**config.mk**
```make
export PLATFORM = sky130hd
export DESIGN_NAME = pcie_rst_sequencer
export DESIGN_NICKNAME = d
export VERILOG_FILES = /design/src/rtl/pcie_rst_sequencer.sv
export SDC_FILE = /design/constraint.sdc
export NUM_CORES = 1
export LEC_CHECK = 0
export ABC_AREA = 1
export CAP_MARGIN = 15
export CORE_UTILIZATION = 50
export CTS_CLUSTER_DIAMETER = 50
export CTS_CLUSTER_SIZE = 30
export DETAILED_ROUTE_END_ITERATION = 6
export GPL_TIMING_DRIVEN = 0
export PLACE_DENSITY = 0.73
export SLEW_MARGIN = 5
export SYNTH_ARGS = -nofsm -noshare
export SYNTH_HDL_FRONTEND = slang
export SYNTH_SLANG_ARGS = --single-unit
```
**constraint.sdc**
```tcl
create_clock -name pld_clk_i -period 1.5 [get_ports pld_clk_i]
set_clock_uncertainty 0.05 [all_clocks]
set_input_delay 0.15 -clock pld_clk_i [delete_from_list [all_inputs] [get_ports pld_clk_i]]
set_output_delay 0.15 -clock pld_clk_i [all_outputs]
set_load 0.03 [all_outputs]
```
**src/rtl/pcie_rst_sequencer.sv**
```systemverilog
`default_nettype none
// ============================================================================
// Module      : pcie_rst_sequencer
// Description : Reset sequencer for the PCIe hard-IP wrapper. It merges
//               power-on, link-exit, LTSSM Disabled and software reset
//               requests into one prioritised state machine. The IP core
//               resets are released first and the application reset last.
// Revision    : 1.0 - initial release
// ============================================================================
module pcie_rst_sequencer #(
    parameter int HOLD_CYCLES     = 1024,
    parameter int SIM_HOLD_CYCLES = 32,
    parameter int APP_DELAY       = 16,     // must be >= 2
    parameter int LINK_TIMEOUT    = 65535,
    parameter int CNT_W           = 16
) (
    input  logic       pld_clk_i,
    input  logic       npor_i,
    input  logic       test_sim_i,
    input  logic       dlup_exit_i,
    input  logic       hotrst_exit_i,
    input  logic       l2_exit_i,
    input  logic [4:0] ltssm_i,
    input  logic       sw_rst_req_i,
    output logic       sw_rst_ack_o,
    output logic       srst_o,
    output logic       crst_o,
    output logic       app_rstn_o,
    output logic [2:0] seq_state_o,
    output logic [7:0] rst_count_o,
    output logic       link_timeout_o
);

    localparam logic [4:0] C_LTSSM_L0       = 5'h0F;
    localparam logic [4:0] C_LTSSM_DISABLED = 5'h10;

    localparam logic [CNT_W-1:0] C_HOLD_LAST     = CNT_W'(HOLD_CYCLES - 1);
    localparam logic [CNT_W-1:0] C_SIM_HOLD_LAST = CNT_W'(SIM_HOLD_CYCLES - 1);
    localparam logic [CNT_W-1:0] C_TIMEOUT_LAST  = CNT_W'(LINK_TIMEOUT - 1);
    // The WAIT_LINK cycle that observes L0 is the first cycle of the
    // application delay, so APP_DLY itself lasts APP_DELAY-1 cycles.
    localparam logic [CNT_W-1:0] C_APP_LAST      = CNT_W'(APP_DELAY - 2);
    localparam logic [CNT_W-1:0] C_CNT_ONE       = CNT_W'(1);

    typedef enum logic [2:0] {
        ST_ASSERT    = 3'd0,
        ST_HOLD      = 3'd1,
        ST_WAIT_LINK = 3'd2,
        ST_APP_DLY   = 3'd3,
        ST_RUN       = 3'd4
    } state_e;

    logic [1:0]       sync_q;
    logic             rstn_s;
    logic             dlup_q, hotrst_q, l2_q;
    logic [4:0]       ltssm_q;
    logic             evt_q;
    state_e           state_q, state_d;
    logic [CNT_W-1:0] cnt_q, cnt_d;
    logic [7:0]       rst_count_q, rst_count_d;
    logic             timeout_q, timeout_d;
    logic             ack_q, ack_d;
    logic             srst_q, srst_d;
    logic             crst_q, crst_d;
    logic             app_rstn_q, app_rstn_d;
    logic [CNT_W-1:0] hold_last;

    // Power-on reset synchronizer: asynchronous assert, synchronous release.
    always_ff @(posedge pld_clk_i or negedge npor_i) begin
        if (!npor_i) begin
            sync_q <= 2'b00;
        end else begin
            sync_q <= {sync_q[0], 1'b1};
        end
    end

    assign rstn_s    = sync_q[1];
    assign hold_last = test_sim_i ? C_SIM_HOLD_LAST : C_HOLD_LAST;

    // Register the hard-IP status inputs, then fold them into one event flag.
    always_ff @(posedge pld_clk_i or negedge rstn_s) begin
        if (!rstn_s) begin
            dlup_q   <= 1'b1;
            hotrst_q <= 1'b1;
            l2_q     <= 1'b1;
            ltssm_q  <= 5'h00;
            evt_q    <= 1'b0;
        end else begin
            dlup_q   <= dlup_exit_i;
            hotrst_q <= hotrst_exit_i;
            l2_q     <= l2_exit_i;
            ltssm_q  <= ltssm_i;
            evt_q    <= ~dlup_q | ~hotrst_q | ~l2_q | (ltssm_q == C_LTSSM_DISABLED);
        end
    end

    // Next-state, counter, telemetry and output decode.
    always_comb begin
        state_d     = state_q;
        cnt_d       = cnt_q;
        timeout_d   = timeout_q;
        ack_d       = 1'b0;
        rst_count_d = rst_count_q;

        case (state_q)
            ST_ASSERT: begin
                state_d = ST_HOLD;
            end
            ST_HOLD: begin
                if (cnt_q == hold_last) begin
                    state_d = ST_WAIT_LINK;
                end else begin
                    cnt_d = cnt_q + C_CNT_ONE;
                end
            end
            ST_WAIT_LINK: begin
                if (ltssm_q == C_LTSSM_L0) begin
                    state_d = ST_APP_DLY;
                end else if (cnt_q == C_TIMEOUT_LAST) begin
                    state_d   = ST_ASSERT;
                    timeout_d = 1'b1;
                end else begin
                    cnt_d = cnt_q + C_CNT_ONE;
                end
            end
            ST_APP_DLY: begin
                if (cnt_q == C_APP_LAST) begin
                    state_d = ST_RUN;
                end else begin
                    cnt_d = cnt_q + C_CNT_ONE;
                end
            end
            ST_RUN: begin
                // A request raised earlier is still held high, so it is
                // picked up here on the first RUN cycle.
                if (sw_rst_req_i) begin
                    state_d = ST_ASSERT;
                    ack_d   = 1'b1;
                end
            end
            default: begin
                state_d = ST_ASSERT;
            end
        endcase

        // A link event overrides everything; a coincident timeout is not
        // recorded since the reset was caused by the event.
        if (evt_q) begin
            state_d   = ST_ASSERT;
            timeout_d = timeout_q;
        end

        if ((state_d != state_q) || (state_d == ST_ASSERT)) begin
            cnt_d = '0;
        end

        if ((state_d == ST_ASSERT) && (rst_count_q != 8'hFF)) begin
            rst_count_d = rst_count_q + 8'd1;
        end

        srst_d     = (state_d == ST_ASSERT) || (state_d == ST_HOLD);
        crst_d     = (state_d == ST_ASSERT) || (state_d == ST_HOLD);
        app_rstn_d = (state_d == ST_RUN);
    end

    // State register and registered outputs.
    always_ff @(posedge pld_clk_i or negedge rstn_s) begin
        if (!rstn_s) begin
            state_q     <= ST_ASSERT;
            cnt_q       <= '0;
            rst_count_q <= 8'h00;
            timeout_q   <= 1'b0;
            ack_q       <= 1'b0;
            srst_q      <= 1'b1;
            crst_q      <= 1'b1;
            app_rstn_q  <= 1'b0;
        end else begin
            state_q     <= state_d;
            cnt_q       <= cnt_d;
            rst_count_q <= rst_count_d;
            timeout_q   <= timeout_d;
            ack_q       <= ack_d;
            srst_q      <= srst_d;
            crst_q      <= crst_d;
            app_rstn_q  <= app_rstn_d;
        end
    end

    assign sw_rst_ack_o   = ack_q;
    assign srst_o         = srst_q;
    assign crst_o         = crst_q;
    assign app_rstn_o     = app_rstn_q;
    assign seq_state_o    = state_q;
    assign rst_count_o    = rst_count_q;
    assign link_timeout_o = timeout_q;

endmodule
`default_nettype wire

```
### Word level (Yosys, flattened, before mapping)

Index checks and enable logic that the tools add are counted.

| cells by class | value |
|---|---|
| divide/modulo/power cells | 0 |
| add/sub/neg operators | 2 |
| bitwise gates (word level) | 8 |
| $mul | 0 |
| reductions and logical operators | 8 |
| shifts and indexed selects | 0 |
| eq/ne operators | 17 |
| multiplexer cells | 16 |
| order comparisons | 0 |

Operator list:

| kind | count |
|---|---|
| 16-bit two-way mux | 5 |
| 16-bit case mux with 3 select lines | 1 |
| 3-bit two-way mux | 6 |
| 16-bit by 1-bit adder with 16-bit output, second input constant | 1 |
| 16-bit by 10-bit equality test with 1-bit output | 1 |
| 16-bit equality test, second input constant | 1 |
| 16-bit by 4-bit equality test with 1-bit output, second input constant | 1 |
| 3-bit case mux with 5 select lines | 1 |
| 3-bit != test, second input constant | 4 |
| 10-bit two-way mux | 1 |
| 8-bit by 1-bit adder with 8-bit output, second input constant | 1 |
| 8-bit != test, second input constant | 1 |
| 3-bit by 1-bit equality test with 1-bit output, second input constant | 2 |
| 3-bit by 2-bit equality test with 1-bit output, second input constant | 2 |
| 3-bit equality test, second input constant | 2 |
| 3-bit logical NOT | 2 |
| 5-bit by 4-bit equality test with 1-bit output, second input constant | 1 |
| 5-bit equality test, second input constant | 1 |
| 1-bit NOT | 5 |
| 5-bit AND reduction | 1 |
| 4-bit AND reduction | 1 |
| 4-bit nonzero test | 1 |
| 3-bit != test | 1 |
| 1-bit bitwise OR | 3 |
| other kinds (3) | 5 |

| storage, ports and cells | value |
|---|---|
| bits in latches | 0 |
| memories | 0 |
| word-level logic and storage cells | 64 |
| memory bits (writable) | 0 |
| register bits after elaboration | 42 |
| bits in read-only memories | 0 |

### Logic depth before layout (Yosys ltp)

| logic depth | value |
|---|---|
| depth after elaboration | 9 |
| gate-level depth with buffers | 13 |
| depth with buffers taken out | 13 |

### Worst setup path before layout

OpenSTA, ideal clock, no wires.

| timing path | value |
|---|---|
| path type | register to register |
| start point | reg state_q[0] (netlist: seq_state_o[0]) |
| end point | reg cnt_q[10] |
| arrival | 1.697 ns |
| library setup time | 0.073 ns |
| cell stages (with the launch flop) | 11 |
| path buffers | 1 |
| period minus slack after synthesis | 1.820 ns |
| path slack | -0.320 ns |
| cell sequence | dfrtp_1 > nor3_2 > inv_2 > nor2_2 > a21oi_1 > nand3_2 > nand2_2 > inv_2 > nand2_4 > buf_6 > a21oi_2 |

| between the ends | value |
|---|---|
| longest elaborated chain between the ends | 8 |
| elaborated cells on any way between the ends | 23 |
| those cells by class | eq/ne (9); mux (9); reduce/logical (5) |

RTL lines:

| element | RTL line | source |
|---|---|---|
| start, declared | 58 | `state_e state_q, state_d;` |
| start signal, assigned | 178 | `state_q <= state_d;` |
| 3-bit two-way mux | 119 | `end else if (cnt_q == C_TIMEOUT_LAST) begin` |
| 3-bit two-way mux | 117 | `if (ltssm_q == C_LTSSM_L0) begin` |
| 3-bit case mux with 5 select lines * | 105 | `case (state_q)` |
| 3-bit two-way mux * | 148 | `if (evt_q) begin` |
| named net state_d[0] | 58 |  |
| 3-bit != test or 3-bit logical NOT (tied branches) | 153 | `if ((state_d != state_q) \|\| (state_d == ST_ASSERT)) begin` |
| 1-bit logical OR * | 153 |  |
| 3-bit != test (no source line) or 4-bit nonzero test (tied branches) | -- |  |
| 5-bit AND reduction (no source line) | -- |  |
| end signal, assigned | 179 | `cnt_q <= cnt_d;` |
| end, declared | 59 | `logic [CNT_W-1:0] cnt_q, cnt_d;` |

The timed path passes the listed nets; every way through them passes the cells marked *.
A chain may end at the register's enable or synchronous reset.

### Worst setup path after layout

| timing path | value |
|---|---|
| start point | reg cnt_q[0] |
| end point | reg cnt_q[3] |

| between the ends | value |
|---|---|
| longest elaborated chain between the ends | 9 |
| elaborated cells on any way between the ends | 25 |
| those cells by class | add/sub (1); eq/ne (8); mux (12); reduce/logical (4) |

RTL lines:

| element | RTL line |
|---|---|
| 16-bit equality test | 119 |
| 3-bit two-way mux | 119 |
| 3-bit two-way mux | 117 |
| 3-bit case mux with 5 select lines | 105 |
| 3-bit two-way mux | 148 |
| 3-bit != test or 3-bit logical NOT (tied branches) | 153 |
| 1-bit logical OR | 153 |
| 3-bit != test (no source line) or 4-bit nonzero test (tied branches) | -- |
| 5-bit AND reduction (no source line) | -- |

Several ways; a longest one is shown, not always the timed one. The select of a mux whose other input is x is not followed.

==> results.ini <==
[worst_setup_path]
cp_slowest_cell = dfrtp_1
path_class = reg2reg
crit_chain = inv_2 > ha_4 > nand3_4 > nor2_4 > nand3_4 > nor2_2 > nor2_4 > buf_6 > buf_6 > nand4_1 > nand2_1 > a21oi_1
worstPathBufferInverterCount = 3
end_kind = flop
r2r_slack_ns = -0.50
rr_endpoint = cnt_q[3]
crit_required_ns = 1.69
cp_top_family = simple AND/OR/NAND/NOR gates
slowest_delay_ns = 0.45
start_kind = flop
r2r_cells = 12
crit_arrival_ns = 2.18
reg2reg_from = cnt_q[0]
crit_fanout = 10

[layout]
multi_input_area_um2 = 1350
area_delta_synth_final_pct = 44.5
regArea_um2 = 1060
fillerInstances = 305
nets = 370
postLayoutCoreUtil_pct = 76.6
drive_gt1_share_pct = 39.9
diodes = 0

[clock_network]
htree_levels = 2
root_buffer = clkbuf_8
cts_tree = yes
clock_path_buffers = 2
path_clk_slew_ns = 0.09
clock-sinks = 42
insertion_delay_ns = 0.31
numCtsBuffers = 5

[route]
drc = 2
ant_nets = 0
finalWirelength_mm = 7.02
drt-vias-per-instance = 5.74
wl_per_cell_um = 17.2
dr.pass1.iters = 6
drtIter0Drc = 193
route.vias.total = 2342

[power]
peakVddDrop_v = 0.000923
power_mw = 2.93
power_leakage_nw = 1.52
powerDensity_nw_per_um2 = 861

[place]
numPortBuffers = 27
dp.final_hpwl_mm = 3.67
gp_congestion = 0.926

[global_route]
grt_pass1_wl_mm = 9.79
grt_usage_pct = 25.0
globalRouteOverflowTotal = 0
grt_pass1_vias = 2177
antenna_found_initial = 0
grt_max_degree = 28

[timing]
hold_ws_ns = 0.119
period_share_pct = 133
slew_viol_final = 0
clock.fmax_mhz = 501
rsz0062_at_grt = yes
hold_viol = 0
fin_crit_ns = 2.00
setup_viol = 30
setup_ws_ns = -0.497

[synth]
ys_top_cells_by_count = 71 x nand2_1, 38 x dfrtp_1, 31 x inv_1
synthDistinctLibCells = 35
synth_most_common_cell = nand2_1
synth-edff-count = 0
ys_seq_elements = 42
yosys-top-cells-area = dfrtp_1 40%, nand2_1 11%, nand3_1 5.5%
seq_area_frac_synth_pct = 44.8
ys_async_sr_fraction_pct = 100
syn_nets = 300
ys_warn_count = 0
synth_top_area_share_pct = 40.3
synthFlopType = dfrtp_1
yosys.area.top_type = dfrtp_1
synth_cells = 285
avgSynthCellArea_um2 = 8.27
synth_area_um2 = 2360

[floorplanning]
initial_core_util_pct = 53.0
die_x_um = 70.7
core_um2 = 4440
ios = 28
dieArea_um2 = 4990
chipHeight_um = 70.7
rows = 24

[outcome]
outcome = finished, violations left
violations = DRC, setup timing

[worst_hold_path]
hold_class = reg2async

[flow_run]
cap_violations = 0

-- power by group --
part / switching [mW] / total, mW / internal [mW]
logic: 0.435 / 0.739 / 0.305
registers: 0.157 / 1.40 / 1.24
clock network: 0.456 / 0.792 / 0.337
-- metal layers --
layer  share of wire [%]  GRT usage [%]  vias to the layer above
li1                    -              -                     1075
met1                  38           31.6                     1137
met2                  52           43.4                      102
met3                 5.8           4.70                       28
met4                 3.4           8.67                        0
met5                   0              0                        -
-- sequential cells by signal, summed over array words and instances (netlist names) --
signal          cells
cnt_q              16
rst_count_o         8
ltssm_q             5
seq_state_o         3
sync_q              2
app_rstn_o          1
crst_o              1
dlup_q              1
evt_q               1
hotrst_q            1
l2_q                1
link_timeout_o      1
sw_rst_ack_o        1
-- worst max path at each step --
stage,from,end,slack (ns),cells past startpoint
6_report,cnt_q[0],cnt_q[3],-0.50,12
5_1_grt,cnt_q[4],cnt_q[0],-0.59,11
3_3_place_gp,cnt_q[0],rst_count_o[1],-0.55,11
3_5_place_dp,cnt_q[0],rst_count_o[0],-0.61,11
2_1_floorplan,cnt_q[0],rst_count_o[2],-0.29,11
4_1_cts,cnt_q[0],cnt_q[10],-0.37,10
-- cell type report --
class | instances | area share [%]
multi-input cells | 198 | 39.8
flip-flops and latches | 42 | 31.2
repair buffers | 63 | 17.4
inverters | 37 | 4.15
plain buffers | 8 | 2.79
clock buffers | 5 | 2.02
well taps | 52 | 1.91
clock inverters | 3 | 0.735
-- metrics by stage --
step	cell area (µm²)	cells	setup TNS, ns	worst slack (ns)
finish	3410	408	-12.01	-0.497
global route	3410	408	-14.57	-0.595
CTS	3150	394	-8.21	-0.373
detailed placement	2730	365	-12.86	-0.615
global placement	2710	364	-21.46	-0.548
floorplan	2380	285	-5.79	-0.295
-- logic make-up (layout without fill, tap and decap cells) --
logic type	after synthesis	in the layout	share of synthesized area [%]
AOI/OAI and AO/OA	29	29	9.34
xor gates and xnor gates	7	7	2.60
DFF	42	42	44.8
and+or+nand+nor	158	158	32.5
other	1	1	0.159
buffers and inverters	45	116	9.02
adders and majority gates	3	3	1.59
-- placed cells by master, fill, tap and decap left out, types with 3 or more instances in the layout --
cell	synthesis	final
a21oi_1	7	5
a21oi_2	11	12
and3_1	3	3
buf_12	0	3
buf_4	1	26
buf_6	5	12
clkbuf_8	0	5
clkdlybuf4s50_1	0	11
dfrtp_1	38	32
dfrtp_2	0	6
dfstp_2	4	4
dlygate4sd2_1	0	14
inv_1	31	23
inv_2	5	12
nand2_1	71	56
nand2_2	4	14
nand2_4	1	6
nand3_1	26	16
nand3_2	2	8
nand3_4	0	4
nand4_1	16	16
nor2_1	17	13
nor2_2	4	5
nor2_4	0	3
nor3_2	5	3
nor3_4	0	3
o21ai_1	1	3
o21bai_1	5	5
xor2_1	5	5
-- what timing repair did --
item | CTS | global route
resized for setup | 58 | 40
gates cloned | 1 | 1
setup buffers | 21 | 14
pin swaps | 14 | 20
hold buffers | 1 | 0
setup endpoints to repair | 45 | 30
endpoints found under the hold margin | 2 | 0
No activity file was read; power rests on OpenSTA's default activity.
